<file path="config.mk">
export PLATFORM = sky130hd
export DESIGN_NAME = shift_sched_flat
export DESIGN_NICKNAME = d
export VERILOG_FILES = /design/src/rtl/shift_sched_pkg.sv /design/src/rtl/shift_sched_if.sv /design/src/rtl/shift_sched_core.sv /design/src/rtl/shift_sched.sv /design/src/flat_wrapper.sv
export SDC_FILE = /design/constraint.sdc
export NUM_CORES = 1
export LEC_CHECK = 0
export BUFFER_PORTS_ARGS = -buffer_cell sky130_fd_sc_hd__buf_2
export CAP_MARGIN = 10
export CORE_MARGIN = 3
export CORE_UTILIZATION = 30
export DETAILED_ROUTE_END_ITERATION = 8
export PLACE_DENSITY_LB_ADDON = 0.08
export SLEW_MARGIN = 5
export SYNTH_ARGS = -nofsm -noshare
export SYNTH_HDL_FRONTEND = slang
export SYNTH_SLANG_ARGS = --single-unit
</file>
<file path="constraint.sdc">
create_clock -name clk -period 4.5 [get_ports clk]
set_input_delay 0.225 -clock clk [delete_from_list [all_inputs] [get_ports clk]]
set_output_delay 0.225 -clock clk [all_outputs]
set_load 0.01 [all_outputs]
</file>
<file path="src/rtl/shift_sched_pkg.sv">
// shift_pkg: op encodings, width and amount conversion for shift_sched.
// Op 10 is legal only when SHIFT_SCHED_ROR_EN is defined.
package shift_pkg;

    localparam int W = 16;

    localparam logic [1:0] OP_SLL = 2'b00;
    localparam logic [1:0] OP_SRA = 2'b01;
    localparam logic [1:0] OP_ROR = 2'b10;
    localparam logic [1:0] OP_RSV = 2'b11;

    typedef struct packed {
        logic         id;
        logic [1:0]   op;
        logic [5:0]   sel;
        logic [W-1:0] data;
    } s1_t;

    typedef struct packed {
        logic         id;
        logic         err;
        logic [W-1:0] data;
    } resp_t;

    // Greedy base-3 split: sel = {d2, d1, d0}, amt = d0 + 3*d1 + 9*d2.
    function automatic logic [5:0] amt_to_tern(input logic [3:0] amt);
        logic [3:0] r;
        logic [1:0] d2;
        logic [1:0] d1;
        logic [1:0] d0;
        if (amt >= 4'd9) begin
            d2 = 2'd1;
            r  = amt - 4'd9;
        end else begin
            d2 = 2'd0;
            r  = amt;
        end
        if (r >= 4'd6) begin
            d1 = 2'd2;
            d0 = 2'(r - 4'd6);
        end else if (r >= 4'd3) begin
            d1 = 2'd1;
            d0 = 2'(r - 4'd3);
        end else begin
            d1 = 2'd0;
            d0 = 2'(r);
        end
        return {d2, d1, d0};
    endfunction

    function automatic logic op_legal(input logic [1:0] op);
`ifdef SHIFT_SCHED_ROR_EN
        return op != OP_RSV;
`else
        return (op == OP_SLL) || (op == OP_SRA);
`endif
    endfunction

endpackage

</file>
<file path="src/rtl/shift_sched_if.sv">
// shift_sched_if: two request ports and one response channel,
// all valid/ready handshakes.
interface shift_sched_if;
    import shift_pkg::*;

    logic         req0_valid;
    logic         req0_ready;
    logic [1:0]   req0_op;
    logic [3:0]   req0_amt;
    logic [W-1:0] req0_data;

    logic         req1_valid;
    logic         req1_ready;
    logic [1:0]   req1_op;
    logic [3:0]   req1_amt;
    logic [W-1:0] req1_data;

    logic         resp_valid;
    logic         resp_ready;
    logic [W-1:0] resp_data;
    logic         resp_id;
    logic         resp_err;

    modport master (
        output req0_valid, req0_op, req0_amt, req0_data,
        output req1_valid, req1_op, req1_amt, req1_data,
        output resp_ready,
        input  req0_ready, req1_ready,
        input  resp_valid, resp_data, resp_id, resp_err
    );

    modport slave (
        input  req0_valid, req0_op, req0_amt, req0_data,
        input  req1_valid, req1_op, req1_amt, req1_data,
        input  resp_ready,
        output req0_ready, req1_ready,
        output resp_valid, resp_data, resp_id, resp_err
    );

endinterface

</file>
<file path="src/rtl/shift_sched_core.sv">
// shift_core: combinational three-stage base-3 shifter (1, 3, 9).
// Rotate path exists only when SHIFT_SCHED_ROR_EN is defined.
module shift_core
    import shift_pkg::*;
(
    input  logic [1:0]   op,
    input  logic [5:0]   sel,
    input  logic [W-1:0] data,
    output logic [W-1:0] result
);

    logic [4:0]   n0;
    logic [4:0]   n1;
    logic [4:0]   n2;
    logic [W-1:0] st0;
    logic [W-1:0] st1;

    function automatic logic [W-1:0] stage(
        input logic [1:0]   o,
        input logic [W-1:0] d,
        input logic [4:0]   n
    );
        logic [W-1:0] r;
        r = d;
        unique case (o)
            OP_SLL:  r = d << n;
            OP_SRA:  r = $unsigned($signed(d) >>> n);
`ifdef SHIFT_SCHED_ROR_EN
            // Rotating by 16 is identity, so only n mod 16 matters.
            OP_ROR:  r = W'({d, d} >> n[3:0]);
`endif
            default: r = d;
        endcase
        return r;
    endfunction

    assign n0 = {3'b000, sel[1:0]};
    assign n1 = 5'(sel[3:2]) * 5'd3;
    assign n2 = 5'(sel[5:4]) * 5'd9;

    assign st0    = stage(op, data, n0);
    assign st1    = stage(op, st0, n1);
    assign result = stage(op, st1, n2);

endmodule

</file>
<file path="src/rtl/shift_sched.sv">
// shift_sched: round-robin two-port scheduler over one shifter,
// S1 operand register then S2 response register.
module shift_sched
    import shift_pkg::*;
(
    input  logic         clk,
    input  logic         rst_n,
    shift_sched_if.slave bus,
    output logic         busy
);

    logic         last;
    logic         grant0;
    logic         grant1;
    logic         acc0;
    logic         acc1;
    logic         can_accept;
    logic         s1_valid;
    logic         s1_adv;
    logic         resp_valid;
    logic         err;
    logic [W-1:0] core_out;
    s1_t          s1_q;
    s1_t          s1_d;
    resp_t        resp_q;

    // Tie goes to the port that did not win last.
    assign grant0 = bus.req0_valid & (~bus.req1_valid | last);
    assign grant1 = bus.req1_valid & (~bus.req0_valid | ~last);

    assign s1_adv     = s1_valid & (~resp_valid | bus.resp_ready);
    assign can_accept = rst_n & (~s1_valid | s1_adv);

    assign bus.req0_ready = grant0 & can_accept;
    assign bus.req1_ready = grant1 & can_accept;

    assign acc0 = bus.req0_ready;
    assign acc1 = bus.req1_ready;

    always_comb begin
        s1_d = s1_q;
        unique case (1'b1)
            acc0: s1_d = '{
                id:   1'b0,
                op:   bus.req0_op,
                sel:  amt_to_tern(bus.req0_amt),
                data: bus.req0_data
            };
            acc1: s1_d = '{
                id:   1'b1,
                op:   bus.req1_op,
                sel:  amt_to_tern(bus.req1_amt),
                data: bus.req1_data
            };
            default: s1_d = s1_q;
        endcase
    end

    always_ff @(posedge clk or negedge rst_n) begin
        if (!rst_n) begin
            last     <= 1'b1;
            s1_valid <= 1'b0;
            s1_q     <= '0;
        end else begin
            if (acc0 | acc1)
                last <= acc1;
            if (can_accept)
                s1_valid <= acc0 | acc1;
            s1_q <= s1_d;
        end
    end

    shift_core u_core (
        .op     (s1_q.op),
        .sel    (s1_q.sel),
        .data   (s1_q.data),
        .result (core_out)
    );

    assign err = ~op_legal(s1_q.op);

    // A drain and a refill in the same cycle keep resp_valid high.
    always_ff @(posedge clk or negedge rst_n) begin
        if (!rst_n) begin
            resp_valid <= 1'b0;
            resp_q     <= '0;
        end else if (s1_adv) begin
            resp_valid <= 1'b1;
            resp_q     <= '{
                id:   s1_q.id,
                err:  err,
                data: err ? s1_q.data : core_out
            };
        end else if (bus.resp_ready) begin
            resp_valid <= 1'b0;
        end
    end

    assign bus.resp_valid = resp_valid;
    assign bus.resp_data  = resp_q.data;
    assign bus.resp_id    = resp_q.id;
    assign bus.resp_err   = resp_q.err;

    assign busy = s1_valid | resp_valid;

endmodule

</file>
<file path="src/flat_wrapper.sv">
// flat-port wrapper written by rule: the top's interface ports become plain ports
module shift_sched_flat import shift_pkg::*;
  (clk, rst_n, busy, bus_req0_valid, bus_req0_op, bus_req0_amt, bus_req0_data, bus_req1_valid, bus_req1_op, bus_req1_amt, bus_req1_data, bus_resp_ready, bus_req0_ready, bus_req1_ready, bus_resp_valid, bus_resp_data, bus_resp_id, bus_resp_err);
  shift_sched_if bus_i ();
  input  logic clk;
  input  logic rst_n;
  output logic busy;
  input wire logic [$bits(bus_i.req0_valid)-1:0] bus_req0_valid;
  input wire logic [$bits(bus_i.req0_op)-1:0] bus_req0_op;
  input wire logic [$bits(bus_i.req0_amt)-1:0] bus_req0_amt;
  input wire logic [$bits(bus_i.req0_data)-1:0] bus_req0_data;
  input wire logic [$bits(bus_i.req1_valid)-1:0] bus_req1_valid;
  input wire logic [$bits(bus_i.req1_op)-1:0] bus_req1_op;
  input wire logic [$bits(bus_i.req1_amt)-1:0] bus_req1_amt;
  input wire logic [$bits(bus_i.req1_data)-1:0] bus_req1_data;
  input wire logic [$bits(bus_i.resp_ready)-1:0] bus_resp_ready;
  output wire logic [$bits(bus_i.req0_ready)-1:0] bus_req0_ready;
  output wire logic [$bits(bus_i.req1_ready)-1:0] bus_req1_ready;
  output wire logic [$bits(bus_i.resp_valid)-1:0] bus_resp_valid;
  output wire logic [$bits(bus_i.resp_data)-1:0] bus_resp_data;
  output wire logic [$bits(bus_i.resp_id)-1:0] bus_resp_id;
  output wire logic [$bits(bus_i.resp_err)-1:0] bus_resp_err;
  assign bus_i.req0_valid = bus_req0_valid;
  assign bus_i.req0_op = bus_req0_op;
  assign bus_i.req0_amt = bus_req0_amt;
  assign bus_i.req0_data = bus_req0_data;
  assign bus_i.req1_valid = bus_req1_valid;
  assign bus_i.req1_op = bus_req1_op;
  assign bus_i.req1_amt = bus_req1_amt;
  assign bus_i.req1_data = bus_req1_data;
  assign bus_i.resp_ready = bus_resp_ready;
  assign bus_req0_ready = bus_i.req0_ready;
  assign bus_req1_ready = bus_i.req1_ready;
  assign bus_resp_valid = bus_i.resp_valid;
  assign bus_resp_data = bus_i.resp_data;
  assign bus_resp_id = bus_i.resp_id;
  assign bus_resp_err = bus_i.resp_err;
  shift_sched u_core (.clk(clk), .rst_n(rst_n), .bus(bus_i), .busy(busy));
endmodule
</file>
# [After elaboration in Yosys (flattened, before gate mapping)]
# Index checks and enable logic that the tools add are counted.
[totals] register_bits=46 latch_bits=0 ramBits=0 rom_bits=0 input_bits=49 out_inout_bits=22 wordCells=74 n_memories=0
[op_classes] addsub=6 multipliers=2 div=0 magnitude_cmp=6 n_eq_ne=1 n_shift=6 muxes=21 n_bitwise=18 reduce_logical=4
[ops] cell="$pmux 16 s2" n=3
[ops] cell="$pmux 25 s2" n=1
[ops] cell="$mux 16" n=1
[ops] cell="$mux 4" n=4
[ops] cell="$shl 16x2->16" n=1
[ops] cell="$shl 16x4->16" n=1
[ops] cell="$shl 16x5->16" n=1
[ops] cell="$sshr 16x2->16" n=1
[ops] cell="$sshr 16x4->16" n=1
[ops] cell="$sshr 16x5->16" n=1
[ops] cell="$mux 2" n=6
[ops] cell="$ge 4x2->1 const B" n=2
[ops] cell="$ge 4x3->1 const B" n=2
[ops] cell="$ge 4x4->1 const B" n=2
[ops] cell="$sub 2x2->2 const B" n=4
[ops] cell="$sub 4x4->4 const B" n=2
[ops] cell="$and 1x1->1" n=6
[ops] cell="$mux 1" n=6
[ops] cell="$not 1->1" n=6
[ops] cell="$or 1x1->1" n=6
[ops] cell="$mul 2x4->5 const B" n=1
[ops] cell="$mul 2x2->4 const B" n=1
[ops] cell="$reduce_bool 2->1" n=2
[ops] cell="$eq 2x1->1 const B" n=1
[ops] cell="2 further kinds" n=2

# [Logic depth before layout (Yosys ltp)]
[logic_depth] depth_word=11 mapped_depth=13 depth_no_buf=12

# [Modules after synthesis]
# A second synthesis with hierarchy kept.
[unflattened] cells_unflattened=734 area_unflattened_um2=5647.9
[by_module_without_submodules] mod="shift_core" instances=1 cells_each=481 area_per_inst_um2=3181.8 seq_area_each_um2=0.0
[by_module_without_submodules] mod="shift_sched" instances=1 cells_each=253 area_per_inst_um2=2466.1 seq_area_each_um2=1127.3

# [Worst setup path after synthesis]
# OpenSTA, ideal clock, no wires.
[synth_timing] path_type="register -> register" start="register u_core.s1_q[18] (netlist name)" end="register u_core.resp_q, in the netlist u_core.bus.resp_data[10]" setup_time_ns=0.076 t_arrival_ns=3.287 t_required_ns=4.424 setup_slack_ns=1.136 stages_incl_launch_ff=12 path_buffers=4 synth_period_minus_slack_ns=3.364 path_cell_list="dfrtp_1 > clkbuf_1 > inv_1 > clkbuf_1 > clkbuf_1 > ha_1 > clkbuf_1 > inv_2 > mux4_2 > a221o_1 > a211o_1 > o21ai_1"
[synth_between] elab_chain_len=6 word_cells_on_any_way=8 cone_classes="1 x mul; 4 x shift; 3 x mux"
[synth_rtl] element="start, declared" line_no="shift_sched.sv:23" text="s1_t s1_q;"
[synth_rtl] element="start signal, assigned" line_no="shift_sched.sv:63" text="s1_q <= '0;"
[synth_rtl] element="start signal, assigned" line_no="shift_sched.sv:69" text="s1_q <= s1_d;"
[synth_rtl] element="$mul 2x2->4 (*)" line_no="shift_sched_core.sv:38" text="assign n1 = 5'(sel[3:2]) * 5'd3;"
[synth_rtl] element="$sshr 16x4->16 or $shl 16x4->16 (tied branches)" line_no="shift_sched_core.sv:27, shift_sched_core.sv:26"
[synth_rtl] element="$pmux 16 s2 (*)" line_no="shift_sched_core.sv:25" text="unique case (o)"
[synth_rtl] element="$sshr 16x5->16 or $shl 16x5->16 (tied branches)" line_no="shift_sched_core.sv:27, shift_sched_core.sv:26"
[synth_rtl] element="$pmux 16 s2 (*)" line_no="shift_sched_core.sv:25"
[synth_rtl] element="$mux 16 (*)" line_no="shift_sched.sv:92" text="data: err ? s1_q.data : core_out"
[synth_rtl] element="end signal, assigned" line_no="shift_sched.sv:89" text="resp_q <= '{"
[synth_rtl] element="end, declared" line_no="shift_sched.sv:25" text="resp_t resp_q;"
# Mark *: on every way between the ends. The rest lies on a longest branch, timed or not.
# A chain may end at the register's enable or synchronous reset.

# [Worst setup path after layout]
[layout_timing] start="register u_core.s1_q[16] (netlist name)" end="register u_core.resp_q, in the netlist u_core.bus.resp_data[8]"
[layout_between] elab_chain_len=7 word_cells_on_any_way=10 cone_classes="6 x shift; 4 x mux"
[layout_rtl] element="$sshr 16x2->16 or $shl 16x2->16 (tied branches)" line_no="shift_sched_core.sv:27, shift_sched_core.sv:26"
[layout_rtl] element="$pmux 16 s2 (*)" line_no="shift_sched_core.sv:25"
[layout_rtl] element="$sshr 16x4->16 or $shl 16x4->16 (tied branches)" line_no="shift_sched_core.sv:27, shift_sched_core.sv:26"
[layout_rtl] element="$pmux 16 s2 (*)" line_no="shift_sched_core.sv:25"
[layout_rtl] element="$sshr 16x5->16 or $shl 16x5->16 (tied branches)" line_no="shift_sched_core.sv:27, shift_sched_core.sv:26"
[layout_rtl] element="$pmux 16 s2 (*)" line_no="shift_sched_core.sv:25"
[layout_rtl] element="$mux 16 (*)" line_no="shift_sched.sv:92"
# Marked as above.

==> impl_metrics.py <==
metrics = {
    "clock_tree": {
        "cts_hold_buffers": 0,
        "clk_pin_slew_ns": 0.07,
        "ctsResizeCount": 0,
        "numCtsBuffers": 5,
        "cts_max_level": 2,
        "post_cts_buffers": 0,
        "clock_path_buffers": 2,
        "root_buffer": "clkbuf_16",
        "cts.sinks": 45,
        "cts_tree": "done",
        "clock_latency_ns": 0.30,
    },
    "yosys": {
        "ys_seq_area_share_pct": 21.2,
        "async_flop_share_pct": 100,
        "yosysUniqueCellTypes": 76,
        "ys_warn_count": 0,
        "synth_seq_cells": 45,
        "synth_area_leader_cell": "dfrtp_1",
        "syn_area_per_cell_um2": 7.98,
        "netlist_area_um2": 5310,
        "synthesis.nets": 724,
        "synth-edff-count": 0,
        "synthTopCellsByArea": "dfrtp_1 21%, mux4_2 8.1%, mux2i_1 5.7%, nand2_1 4.8%, nor2_1 4.5%",
        "ys_top_cells_by_count": "68 x nand2_1, 64 x nor2_1, 45 x clkbuf_1",
        "synthCells": 665,
        "synth_top_area_share_pct": 20.7,
        "ys.flop_type": "dfrtp_1",
        "synth_most_common_cell": "nand2_1",
    },
    "detailed_routing": {
        "route.antenna.remaining_nets": 0,
        "wl_per_cell_um": 25.2,
        "wl_um": 23300,
        "first_pass_iters": 6,
        "drc": 0,
        "drt_iter0_markers": 693,
        "via_count": 5924,
        "vias_per_cell": 6.42,
    },
    "worst_setup_path": {
        "path_class": "flip-flop to flip-flop",
        "critPathMaxFanout": 27,
        "cp.required_ns": 4.66,
        "arrival_ns": 3.93,
        "cp-end-kind": "flip-flop",
        "start_kind": "flip-flop",
    },
    "power": {
        "power-per-cell-area_nw_per_um2": 943,
        "ir_worst_vdd_v": 0.000349,
        "p_leak_nw": 2.49,
    },
    "floorplan": {
        "die_y_um": 139,
        "io_pins": 71,
        "dieArea_um2": 19300,
        "coreArea_um2": 16900,
        "fp-row-count": 47,
        "initial_core_util_pct": 31.3,
        "die_w_um": 139,
    },
    "final_layout": {
        "finalNetCount": 760,
        "drive_gt1_share_pct": 20.7,
        "areaGrowthSynthToFinish_pct": 12.8,
        "final_util_pct": 35.3,
        "num-fill-cells": 1811,
        "final_area_um2": 5980,
        "final_cells": 923,
    },
    "global_routing": {
        "grt_pass1_wl_um": 35400,
        "grt_start_max_net_pins": 46,
        "grt_overflow": 0,
        "grt_pass1_vias": 5706,
        "antenna_found_initial": 0,
        "grt_usage_pct": 23.4,
    },
    "sta": {
        "hold_viol": 0,
        "setup_tns_ns": 0,
        "setup-violations-final": 0,
        "rsz0062_at_grt": "no",
        "min_period_ns": 3.77,
        "drv_slew": 0,
        "worstMarginPinSlew_ns": 1.09,
        "fin_crit_sh_pct": 83.8,
        "fin_skew_ns": 0.00508,
        "slew-limit-headroom_pct": 27.1,
        "hold_ws_ns": 0.0717,
        "fmax_ghz": 0.265,
    },
    "place": {
        "place_inst": 914,
        "gp_congestion": 0.981,
        "place_area_um2": 5810,
        "post-dp-hpwl_um": 17400,
        "portBuffers": 70,
    },
    "worst_hold_path": {
        "hp-class": "primary input to asynchronous set/reset pin",
    },
    "flow_run": {
        "max_cap_viol_count": 0,
    },
    "status": {
        "status": "finished clean",
    },
}
-- worst max-delay path: stages, from the launching register on --
cell and delay (ns):
dfrtp_1 0.89, buf_4 0.29, nor2b_1 0.26, a21oi_1 0.10, o221ai_1 0.74, mux4_2 0.42, mux2i_1 0.10, o311ai_0 0.67
a21oi_1 0.16
-- routing by layer --
layer / wire length [µm] / vias up / global-route usage (%) / part of all wire (%)
met4: 479 / 0 / 4.99 / 2.1
li1: - / 2620 / - / -
met2: 10600 / 320 / 36.7 / 46
met3: 2070 / 39 / 4.00 / 8.9
met5: 0 / - / 0 / 0
met1: 10100 / 2945 / 33.8 / 43
-- area by class of cell --
| type | instances | area (µm²) | area share [%] |
|---|---|---|---|
| Timing Repair Buffer | 92 | 515 | 8.62 |
| Clock inverter | 2 | 38.8 | 0.648 |
| Clock buffer | 6 | 129 | 2.15 |
| Inverter | 28 | 105 | 1.76 |
| Multi-Input combinational cell | 529 | 3790 | 63.3 |
| Antenna cell | 1 | 2.50 | 0.0418 |
| Tap cell | 220 | 275 | 4.60 |
| Sequential cell | 45 | 1130 | 18.8 |
-- sequential cells by signal (all words and copies together) (netlist names) --
register	cells
u_core.last	1
u_core.bus.resp_valid	1
u_core.s1_q	24
u_core.bus.resp_data	16
u_core.bus.resp_id	1
u_core.s1_valid	1
u_core.bus.resp_err	1
-- cells by family (layout without fill, tap and decap cells) --
kind of cell	count (synthesis)	after routing	share of synthesized area, %
AO/OA/AOI/OAI	230	230	30.8
AND/OR/NAND/NOR	220	220	19.9
buffers and inverters	91	128	7.33
multiplexers	65	65	17.8
flip-flops	45	45	21.2
adder cells (fa/ha/maj)	10	10	2.36
XOR/XNOR	4	4	0.660
other	0	1	0
-- cell usage in the layout, fill, tap and decap left out, types with 5 or more instances in the layout --
cell | synthesis | layout
a21oi_1 | 36 | 36
buf_4 | 4 | 22
a221oi_1 | 5 | 5
a32oi_1 | 6 | 6
clkbuf_16 | 0 | 5
or2_2 | 5 | 5
buf_2 | 8 | 70
o221ai_1 | 9 | 9
a22oi_1 | 24 | 24
dfrtp_1 | 44 | 44
o21a_1 | 6 | 6
o311ai_0 | 5 | 5
o21ai_0 | 38 | 38
nor2b_1 | 6 | 6
o22ai_1 | 10 | 10
o31ai_1 | 14 | 14
nand2b_1 | 11 | 11
nand3_1 | 11 | 11
inv_1 | 26 | 26
ha_1 | 10 | 10
a211oi_1 | 5 | 5
nand2_1 | 68 | 68
nor3b_1 | 5 | 5
nor4_1 | 7 | 7
mux2i_1 | 30 | 30
a31oi_1 | 8 | 8
nor2_1 | 64 | 64
mux4_2 | 19 | 19
o211ai_1 | 8 | 8
nor3_1 | 19 | 19
mux2_2 | 13 | 13
-- worst paths after layout --
check / startpoint / cells past startpoint / end / slack, ns
worst max-delay path: u_core.s1_q[16] / 8 / u_core.bus.resp_data[8] / 0.73
max in group asynchronous: rst_n / 2 / u_core.s1_q[12] / 3.99
min in group clk: bus_req0_valid / 2 / u_core.last / 0.09
worst min register to register: u_core.bus.resp_err / 2 / u_core.bus.resp_err / 0.49
worst max register to register: u_core.s1_q[16] / 8 / u_core.bus.resp_data[8] / 0.73
worst min-delay path: rst_n / 2 / u_core.bus.resp_data[15] / 0.07
-- metrics by stage --
stage,total power [W],setup WS [ns]
after floorplan,0.00367,1.14
after global placement,0.00511,0.895
after detailed placement,0.00503,0.927
after CTS,0.00552,0.877
after global routing,0.00594,0.613
final,0.00564,0.730
-- where the power goes --
group,switching [W],leakage (nW),internal [W]
Clock,0.000175,0.0811,0.000264
Sequential,0.000276,0.539,0.000575
Combinational,0.00272,1.87,0.00164
Total,0.00317,2.49,0.00247
(Power assumes the default switching activity.)
